<file path="config.mk">
export PLATFORM = sky130hd
export DESIGN_NAME = sync_fifo_prog_flat
export DESIGN_NICKNAME = d
export VERILOG_FILES = /design/src/rtl/sync_fifo_prog_pkg.sv /design/src/rtl/sync_fifo_prog_if.sv /design/src/rtl/sync_fifo_prog_mem.sv /design/src/rtl/sync_fifo_prog.sv /design/src/flat_wrapper.sv
export SDC_FILE = /design/constraint.sdc
export NUM_CORES = 1
export LEC_CHECK = 0
export BUFFER_PORTS_ARGS = -buffer_cell sky130_fd_sc_hd__buf_2
export CELL_PAD_IN_SITES_DETAIL_PLACEMENT = 1
export CELL_PAD_IN_SITES_GLOBAL_PLACEMENT = 1
export CORE_UTILIZATION = 45
export CTS_BUF_LIST = sky130_fd_sc_hd__clkbuf_16
export DETAILED_ROUTE_END_ITERATION = 6
export HOLD_SLACK_MARGIN = 0.15
export PLACE_DENSITY = 0.81
export SKIP_CTS_REPAIR_TIMING = 1
export SYNTH_ARGS = -nofsm -noshare
export SYNTH_HDL_FRONTEND = slang
export SYNTH_SLANG_ARGS = --single-unit
export TNS_END_PERCENT = 1
</file>
<file path="constraint.sdc">
create_clock -name clk -period 5 [get_ports clk]
set_input_delay 0.5 -clock clk [delete_from_list [all_inputs] [get_ports clk]]
set_output_delay 0.5 -clock clk [all_outputs]
set_load 0.01 [all_outputs]
</file>
<file path="src/rtl/sync_fifo_prog_pkg.sv">
// Shared types and constants for the programmable synchronous FIFO.
//   FIFO_WIDTH_DEF / FIFO_DEPTH_DEF : default geometry
//   fifo_resp_e                     : write-response classification (used by the scoreboard)
//   fifo_flags_t                    : bundle of the four status flags
//   cnt_width / ptr_width           : derived widths for level and pointer signals
package sync_fifo_prog_pkg;

   localparam int unsigned FIFO_WIDTH_DEF = 16;
   localparam int unsigned FIFO_DEPTH_DEF = 8;

   typedef enum logic [1:0] {
      RESP_NONE,
      RESP_ACK,
      RESP_OVF
   } fifo_resp_e;

   typedef struct packed {
      logic full;
      logic empty;
      logic almostfull;
      logic almostempty;
   } fifo_flags_t;

   // Level must represent 0..depth inclusive.
   function automatic int unsigned cnt_width(input int unsigned depth);
      return $clog2(depth + 1);
   endfunction

   // Pointers address 0..depth-1; keep at least one bit.
   function automatic int unsigned ptr_width(input int unsigned depth);
      return (depth > 1) ? $clog2(depth) : 1;
   endfunction

endpackage : sync_fifo_prog_pkg

</file>
<file path="src/rtl/sync_fifo_prog_if.sv">
// Handshake/status bundle between the FIFO and its producer/consumer.
//   master : producer/consumer side (drives requests, data_in, flush, thresholds)
//   slave  : FIFO side (drives data_out, response pulses, status flags, level)
// Optional watermark signals (wmark_clr, peak_level) exist only when
// FIFO_WMARK_EN is defined.
interface sync_fifo_prog_if
   import sync_fifo_prog_pkg::*;
#(
   parameter int unsigned FIFO_WIDTH = FIFO_WIDTH_DEF,
   parameter int unsigned FIFO_DEPTH = FIFO_DEPTH_DEF
);
   localparam int unsigned CNT_W = cnt_width(FIFO_DEPTH);

   logic                  flush;
   logic [FIFO_WIDTH-1:0] data_in;
   logic                  wr_en;
   logic                  rd_en;
   logic [CNT_W-1:0]      af_thresh;
   logic [CNT_W-1:0]      ae_thresh;
   logic [FIFO_WIDTH-1:0] data_out;
   logic                  wr_ack;
   logic                  overflow;
   logic                  underflow;
   logic                  full;
   logic                  empty;
   logic                  almostfull;
   logic                  almostempty;
   logic [CNT_W-1:0]      level;
`ifdef FIFO_WMARK_EN
   logic                  wmark_clr;
   logic [CNT_W-1:0]      peak_level;
`endif

   modport master (
      output flush, data_in, wr_en, rd_en, af_thresh, ae_thresh,
`ifdef FIFO_WMARK_EN
      output wmark_clr,
      input  peak_level,
`endif
      input  data_out, wr_ack, overflow, underflow,
      input  full, empty, almostfull, almostempty, level
   );

   modport slave (
      input  flush, data_in, wr_en, rd_en, af_thresh, ae_thresh,
`ifdef FIFO_WMARK_EN
      input  wmark_clr,
      output peak_level,
`endif
      output data_out, wr_ack, overflow, underflow,
      output full, empty, almostfull, almostempty, level
   );

endinterface : sync_fifo_prog_if

</file>
<file path="src/rtl/sync_fifo_prog_mem.sv">
// Storage array for sync_fifo_prog (the fifo_mem block).
// Simple dual-port register file: synchronous write port, registered read
// port with enable. The read register clears on rst_n and otherwise holds
// when rd_en is low; the array itself is never cleared.
//   clk, rst_n        : clock, synchronous active-low reset (read register only)
//   wr_en/addr/data   : write port
//   rd_en/addr        : read request, loads rd_data at the same edge
//   rd_data           : registered read data
module sync_fifo_prog_mem #(
   parameter int unsigned FIFO_WIDTH = 16,
   parameter int unsigned FIFO_DEPTH = 8,
   parameter int unsigned ADDR_W     = 3
) (
   input  logic                  clk,
   input  logic                  rst_n,
   input  logic                  wr_en,
   input  logic [ADDR_W-1:0]     wr_addr,
   input  logic [FIFO_WIDTH-1:0] wr_data,
   input  logic                  rd_en,
   input  logic [ADDR_W-1:0]     rd_addr,
   output logic [FIFO_WIDTH-1:0] rd_data
);

   logic [FIFO_WIDTH-1:0] mem [FIFO_DEPTH];

   // Write port; contents survive reset.
   always_ff @(posedge clk) begin
      if (wr_en) begin
         mem[wr_addr] <= wr_data;
      end
   end

   // Registered read port.
   always_ff @(posedge clk) begin
      if (!rst_n) begin
         rd_data <= '0;
      end else if (rd_en) begin
         rd_data <= mem[rd_addr];
      end
   end

endmodule : sync_fifo_prog_mem

</file>
<file path="src/rtl/sync_fifo_prog.sv">
// Parametrised synchronous FIFO with programmable almost-full/almost-empty
// thresholds, occupancy output and synchronous flush. Depth need not be a
// power of two; pointers wrap by explicit compare.
//   clk   : clock, rising edge
//   rst_n : synchronous active-low reset (priority over flush)
//   bus   : sync_fifo_prog_if.slave
//           in : flush, data_in, wr_en, rd_en, af_thresh, ae_thresh
//           out: data_out (registered), wr_ack/overflow/underflow (registered
//                pulses), full/empty/almostfull/almostempty/level (from
//                registered level and live thresholds)
// Optional: define FIFO_WMARK_EN to add wmark_clr input and peak_level output
// (maximum level since the last reset/flush/clear).
module sync_fifo_prog
   import sync_fifo_prog_pkg::*;
#(
   parameter int unsigned FIFO_WIDTH = FIFO_WIDTH_DEF,
   parameter int unsigned FIFO_DEPTH = FIFO_DEPTH_DEF
) (
   input  logic            clk,
   input  logic            rst_n,
   sync_fifo_prog_if.slave bus
);

   localparam int unsigned CNT_W = cnt_width(FIFO_DEPTH);
   localparam int unsigned PTR_W = ptr_width(FIFO_DEPTH);

   logic [PTR_W-1:0]      wr_ptr_q;
   logic [PTR_W-1:0]      rd_ptr_q;
   logic [CNT_W-1:0]      level_q;
   logic [CNT_W-1:0]      level_d;
   logic                  wr_ack_q;
   logic                  overflow_q;
   logic                  underflow_q;
   logic                  run_c;
   logic                  wr_acc_c;
   logic                  rd_acc_c;
   logic [FIFO_WIDTH-1:0] rd_data;
   fifo_flags_t           flags_c;

   // Next pointer with wrap at FIFO_DEPTH-1.
   function automatic logic [PTR_W-1:0] ptr_next(input logic [PTR_W-1:0] p);
      return (p == PTR_W'(FIFO_DEPTH - 1)) ? '0 : p + PTR_W'(1);
   endfunction

   // Status flags from registered level and live thresholds.
   always_comb begin
      flags_c             = '0;
      flags_c.full        = (level_q == CNT_W'(FIFO_DEPTH));
      flags_c.empty       = (level_q == '0);
      // A threshold beyond depth can never be reached; keep the flag low.
      flags_c.almostfull  = (32'(bus.af_thresh) <= FIFO_DEPTH) && (level_q >= bus.af_thresh);
      flags_c.almostempty = (level_q <= bus.ae_thresh);
   end

   // Reset and flush both suppress any transfer in the current cycle.
   assign run_c = rst_n && !bus.flush;

   // Accept decisions and next level.
   always_comb begin
      wr_acc_c = 1'b0;
      rd_acc_c = 1'b0;
      level_d  = level_q;
      wr_acc_c = run_c && bus.wr_en && !flags_c.full;
      rd_acc_c = run_c && bus.rd_en && !flags_c.empty;
      if (wr_acc_c && !rd_acc_c) begin
         level_d = level_q + CNT_W'(1);
      end else if (rd_acc_c && !wr_acc_c) begin
         level_d = level_q - CNT_W'(1);
      end
   end

   // Pointers, level and response pulses.
   always_ff @(posedge clk) begin
      if (!rst_n || bus.flush) begin
         wr_ptr_q    <= '0;
         rd_ptr_q    <= '0;
         level_q     <= '0;
         wr_ack_q    <= 1'b0;
         overflow_q  <= 1'b0;
         underflow_q <= 1'b0;
      end else begin
         if (wr_acc_c) begin
            wr_ptr_q <= ptr_next(wr_ptr_q);
         end
         if (rd_acc_c) begin
            rd_ptr_q <= ptr_next(rd_ptr_q);
         end
         level_q     <= level_d;
         wr_ack_q    <= wr_acc_c;
         overflow_q  <= bus.wr_en && !wr_acc_c;
         underflow_q <= bus.rd_en && !rd_acc_c;
      end
   end

   // Storage; read register clears only on rst_n so flush holds data_out.
   sync_fifo_prog_mem #(
      .FIFO_WIDTH (FIFO_WIDTH),
      .FIFO_DEPTH (FIFO_DEPTH),
      .ADDR_W     (PTR_W)
   ) u_mem (
      .clk     (clk),
      .rst_n   (rst_n),
      .wr_en   (wr_acc_c),
      .wr_addr (wr_ptr_q),
      .wr_data (bus.data_in),
      .rd_en   (rd_acc_c),
      .rd_addr (rd_ptr_q),
      .rd_data (rd_data)
   );

`ifdef FIFO_WMARK_EN
   logic [CNT_W-1:0] peak_q;

   // Peak tracks the next level; a clear restarts it from that level.
   always_ff @(posedge clk) begin
      if (!rst_n || bus.flush) begin
         peak_q <= '0;
      end else if (bus.wmark_clr || (level_d > peak_q)) begin
         peak_q <= level_d;
      end
   end

   assign bus.peak_level = peak_q;
`endif

   assign bus.data_out    = rd_data;
   assign bus.wr_ack      = wr_ack_q;
   assign bus.overflow    = overflow_q;
   assign bus.underflow   = underflow_q;
   assign bus.full        = flags_c.full;
   assign bus.empty       = flags_c.empty;
   assign bus.almostfull  = flags_c.almostfull;
   assign bus.almostempty = flags_c.almostempty;
   assign bus.level       = level_q;

endmodule : sync_fifo_prog

</file>
<file path="src/flat_wrapper.sv">
// flat-port wrapper written by rule: the top's interface ports become plain ports
module sync_fifo_prog_flat import sync_fifo_prog_pkg::*;
#(
   parameter int unsigned FIFO_WIDTH = FIFO_WIDTH_DEF,
   parameter int unsigned FIFO_DEPTH = FIFO_DEPTH_DEF
)
  (clk, rst_n, bus_flush, bus_data_in, bus_wr_en, bus_rd_en, bus_af_thresh, bus_ae_thresh, bus_data_out, bus_wr_ack, bus_overflow, bus_underflow, bus_full, bus_empty, bus_almostfull, bus_almostempty, bus_level);
  sync_fifo_prog_if #(.FIFO_WIDTH(FIFO_WIDTH), .FIFO_DEPTH(FIFO_DEPTH)) bus_i ();
  input  logic clk;
  input  logic rst_n;
  input wire logic [$bits(bus_i.flush)-1:0] bus_flush;
  input wire logic [$bits(bus_i.data_in)-1:0] bus_data_in;
  input wire logic [$bits(bus_i.wr_en)-1:0] bus_wr_en;
  input wire logic [$bits(bus_i.rd_en)-1:0] bus_rd_en;
  input wire logic [$bits(bus_i.af_thresh)-1:0] bus_af_thresh;
  input wire logic [$bits(bus_i.ae_thresh)-1:0] bus_ae_thresh;
  output wire logic [$bits(bus_i.data_out)-1:0] bus_data_out;
  output wire logic [$bits(bus_i.wr_ack)-1:0] bus_wr_ack;
  output wire logic [$bits(bus_i.overflow)-1:0] bus_overflow;
  output wire logic [$bits(bus_i.underflow)-1:0] bus_underflow;
  output wire logic [$bits(bus_i.full)-1:0] bus_full;
  output wire logic [$bits(bus_i.empty)-1:0] bus_empty;
  output wire logic [$bits(bus_i.almostfull)-1:0] bus_almostfull;
  output wire logic [$bits(bus_i.almostempty)-1:0] bus_almostempty;
  output wire logic [$bits(bus_i.level)-1:0] bus_level;
  assign bus_i.flush = bus_flush;
  assign bus_i.data_in = bus_data_in;
  assign bus_i.wr_en = bus_wr_en;
  assign bus_i.rd_en = bus_rd_en;
  assign bus_i.af_thresh = bus_af_thresh;
  assign bus_i.ae_thresh = bus_ae_thresh;
  assign bus_data_out = bus_i.data_out;
  assign bus_wr_ack = bus_i.wr_ack;
  assign bus_overflow = bus_i.overflow;
  assign bus_underflow = bus_i.underflow;
  assign bus_full = bus_i.full;
  assign bus_empty = bus_i.empty;
  assign bus_almostfull = bus_i.almostfull;
  assign bus_almostempty = bus_i.almostempty;
  assign bus_level = bus_i.level;
  sync_fifo_prog #(.FIFO_WIDTH(FIFO_WIDTH), .FIFO_DEPTH(FIFO_DEPTH)) u_core (.clk(clk), .rst_n(rst_n), .bus(bus_i));
endmodule
</file>
==> results_dict.tcl <==
set metrics [dict create \
    status "complete, no violations" \
    p_seq_frac 0.504 \
    slew_headroom 0.303 \
    final-hold-violation-count 0 \
    fmax_ghz 0.339 \
    cts_made_buffers 17 \
    arrival_ns 3.32 \
    antenna_found_initial 0 \
    r2r_cells 10 \
    yosysSeqAreaShare 0.722 \
    synth_flop_cell "edfxtp_1" \
    fin_util 0.549 \
    busiest_layer "met2" \
    ant_nets 0 \
    ys_types 39 \
    met3_usage 0.0478 \
    synth_cells 346 \
    place_congestion 0.764 \
    synth-simple-area-share 0.0631 \
    cp.required_ns 5.37 \
    start_util 0.463 \
    critPathTopFamily "simple AND/OR/NAND/NOR gates" \
    worstSetupPathType "reg -> reg" \
    setup_viol 0 \
    finalSetupTns_ns 0 \
    cp_slowest_stage_delay_ns 0.51 \
    drcViolationCount 0 \
    synthAdderAreaFrac 0.0339 \
    pin_count 56 \
    hold_depth 2 \
    irDropWorstVdd_mv 0.259 \
    synth-edff-count 128 \
    overflow 0 \
    critical-path-slowest-cell "or4b_1" \
    r2r_start "u_core.bus.level[3]$_SDFFE_PP0P_" \
    clk_pin_slew_ns 0.06 \
    grtUsageTotal 0.217 \
    path_cells "or4b_1 -> nand3_2 -> inv_1 -> ha_1 -> inv_1 -> ha_1 -> a21oi_1 -> nand3_1 -> a211oi_1 -> a31o_2" \
    synth-compound-area-share 0.0370 \
    reg2reg_slack_ns 2.05 \
    fin_crit_sh 0.590 \
    min_path_type "in -> reg" \
    use_met2 0.388 \
    final_layout_size_suffix_gt1_frac 0.322 \
    grt_setup_unrepaired "no" \
    num_vias 3346 \
    syn_area_per_cell_um2 17.7 \
    gr-usage-met1 0.252 \
    grt_max_degree 35 \
    drt_iter0_drc 201 \
    core_area_mm2 0.0132 \
    num_antenna_cells 0 \
    finalCriticalPeriod_ns 2.95 \
    grt_pass1_wl_um 21900 \
    die_area_mm2 0.0141 \
    port_buffers 55 \
    drt_wl_total_um 13800 \
    ys_ff_latch 157 \
    synthesis.nets 391 \
    cp_num_buf_inv 2 \
    critPathLaunchType "register" \
    drt-pass1-iter-count 5 \
    r2r-end "u_core.bus.level[3]$_SDFFE_PP0P_" \
    n_fill_cell 1270 \
    synth_top_family_by_area "multiplexers" \
    cts_tree "done" \
    skew_ns 0.00959 \
    cts.path.max_buffers 2 \
    hold_start "bus_rd_en" \
    synthXorXnorAreaFrac 0.00286 \
    critPathCaptureType "register" \
    p_leak_nw 2.62 \
    switching_share 0.209 \
    tightestPinTransition_ns 1.04 \
    syn2layout_area_growth_pct 18.7 \
    maxCapViolCount 0 \
    fp-row-count 42 \
    pwr-share-comb 0.033 \
    async_reset_ff_frac 0 \
    grt_pass1_vias 3806 \
    crit_fanout 8 \
    cts_max_level 4 \
    viasPerCell 5.54 \
    switchingPower_uw 594 \
    die_width_um 119 \
    clk_latency_ns 0.42 \
    nNetsFinal 460 \
    internal_power_mw 2.24 \
    post_drt_wl_per_cell_um 22.9 \
    root_buffer "clkbuf_16" \
    die_h_um 119 \
    synth_mux_area_frac 0.123 \
    hpwl_um 8270 \
    pwr_density_cell_mw_per_mm2 390 \
    syn_area_mm2 0.00613 \
    report.final.slew_viol_count 0 \
    ys_warn_count 0 \
    clock-sinks 157 \
    power_frac_clock 0.463 \
    hold_end "u_core.bus.underflow$_SDFF_PP0_" \
]
## how the worst max path moves through the flow
stage,slack [ns],depth (start not counted),to,startpoint
4_1_cts,2.02,10,u_core.bus.level[3]$_SDFFE_PP0P_,u_core.bus.level[3]$_SDFFE_PP0P_
3_5_place_dp,1.96,11,u_core.bus.level[3]$_SDFFE_PP0P_,rst_n
6_report,2.05,10,u_core.bus.level[3]$_SDFFE_PP0P_,u_core.bus.level[3]$_SDFFE_PP0P_
3_3_place_gp,2.11,10,u_core.bus.level[3]$_SDFFE_PP0P_,bus_flush
5_1_grt,1.82,10,u_core.bus.level[3]$_SDFFE_PP0P_,u_core.bus.level[3]$_SDFFE_PP0P_
2_1_floorplan,2.03,3,u_core.u_mem.mem[0][0]$_DFFE_PP_,rst_n
## registers in the layout, indices dropped and copies added (netlist names)
name and flops:
u_core.bus.level 4, u_core.u_mem.mem 128, u_core.rd_ptr_q 3, u_core.bus.wr_ack 1, u_core.wr_ptr_q 3, u_core.bus.overflow 1
u_core.bus.underflow 1, u_core.u_mem.rd_data 16
## layout by cell type, fill, tap and decap left out, drive strengths merged, types with 2 or more instances in the layout
cell | synthesis | routed
and3 | 2 | 2
nor3 | 6 | 6
clkbuf | 5 | 17
a22oi | 16 | 16
ha | 15 | 15
dfxtp | 29 | 29
edfxtp | 128 | 128
o21a | 2 | 2
nor2 | 12 | 12
nand3 | 4 | 4
mux2i | 3 | 3
a31o | 2 | 2
o21ai | 2 | 2
nand2b | 3 | 3
clkinv | 0 | 5
inv | 13 | 18
a21oi | 5 | 5
bufinv | 0 | 3
buf | 9 | 64
nand2 | 38 | 38
mux4 | 32 | 32
nor4 | 3 | 3
clkinvlp | 0 | 2
nor2b | 2 | 2
## power groups by stage
| stage | Clock, mW | Combinational [mW] | Sequential [mW] |
|---|---|---|---|
| 3_3_place_gp | 0 | 0.0870 | 1.46 |
| 6_report | 1.31 | 0.0942 | 1.43 |
| 5_1_grt | 1.37 | 0.103 | 1.43 |
| 3_5_place_dp | 0 | 0.0932 | 1.46 |
| 2_1_floorplan | 0 | 0.0473 | 1.46 |
| 4_1_cts | 1.33 | 0.0955 | 1.43 |
## cell usage after synthesis (2+ instances only)
| master | instances | area share |
|---|---|---|
| edfxtp_1 | 128 | 0.63 |
| nand2_1 | 38 | 0.023 |
| mux4_2 | 32 | 0.12 |
| dfxtp_1 | 29 | 0.095 |
| a22oi_1 | 16 | 0.020 |
| ha_1 | 15 | 0.031 |
| inv_1 | 13 | 0.0080 |
| nor2_1 | 12 | 0.0074 |
| buf_2 | 9 | 0.0074 |
| nor3_1 | 6 | 0.0049 |
| a21oi_1 | 5 | 0.0041 |
| clkbuf_1 | 5 | 0.0031 |
| mux2i_1 | 3 | 0.0049 |
| nand2b_1 | 3 | 0.0031 |
| nand3_1 | 3 | 0.0025 |
| a31o_2 | 2 | 0.0029 |
| and3_1 | 2 | 0.0020 |
| nor2b_1 | 2 | 0.0020 |
| o21a_1 | 2 | 0.0025 |
| o21ai_0 | 2 | 0.0016 |
## per-layer routing
layer	vias up	part of all wire
li1	1498	-
met1	1757	0.40
met2	77	0.55
met3	14	0.037
met4	0	0.013
met5	-	0
## cell type report
cell class	instances	area, µm²	share of cell area
clock buffers	17	425	0.0585
clock inverters	15	174	0.0239
inverters	13	48.8	0.00671
multi-input cells	162	1630	0.225
flip-flops and latches	157	4430	0.609
well taps	176	220	0.0303
repair buffers	64	343	0.0471
## through the flow
stage          setup slack [ns]  cell area [µm²]  hold WS (ns)  std cells  total power [mW]
3_3_place_gp               2.11             6670         0.418        572              1.54
5_1_grt                    1.82             7270         0.348        604              2.90
3_5_place_dp               1.96             6670         0.427        572              1.55
2_1_floorplan              2.03             6130         0.463        346              1.50
6_report                   2.05             7270         0.344        604              2.84
4_1_cts                    2.02             7270         0.327        604              2.86
## kinds of logic after synthesis
logic type | after synthesis
buffers and inverters | 27
flip-flops | 157
AND/OR/NAND/NOR | 77
multiplexers | 35
adder cells (fa/ha/maj) | 16
AO/OA/AOI/OAI | 32
XOR/XNOR | 2
## worst register-to-register path, stage by stage (launching register included)
cell      delay [ns]
dfxtp_1         0.50
or4b_1          0.52
nand3_2         0.27
inv_1           0.18
ha_1            0.25
inv_1           0.14
ha_1            0.29
a21oi_1         0.21
nand3_1         0.13
a211oi_1        0.27
a31o_2          0.14
(Power assumes the default switching activity.)
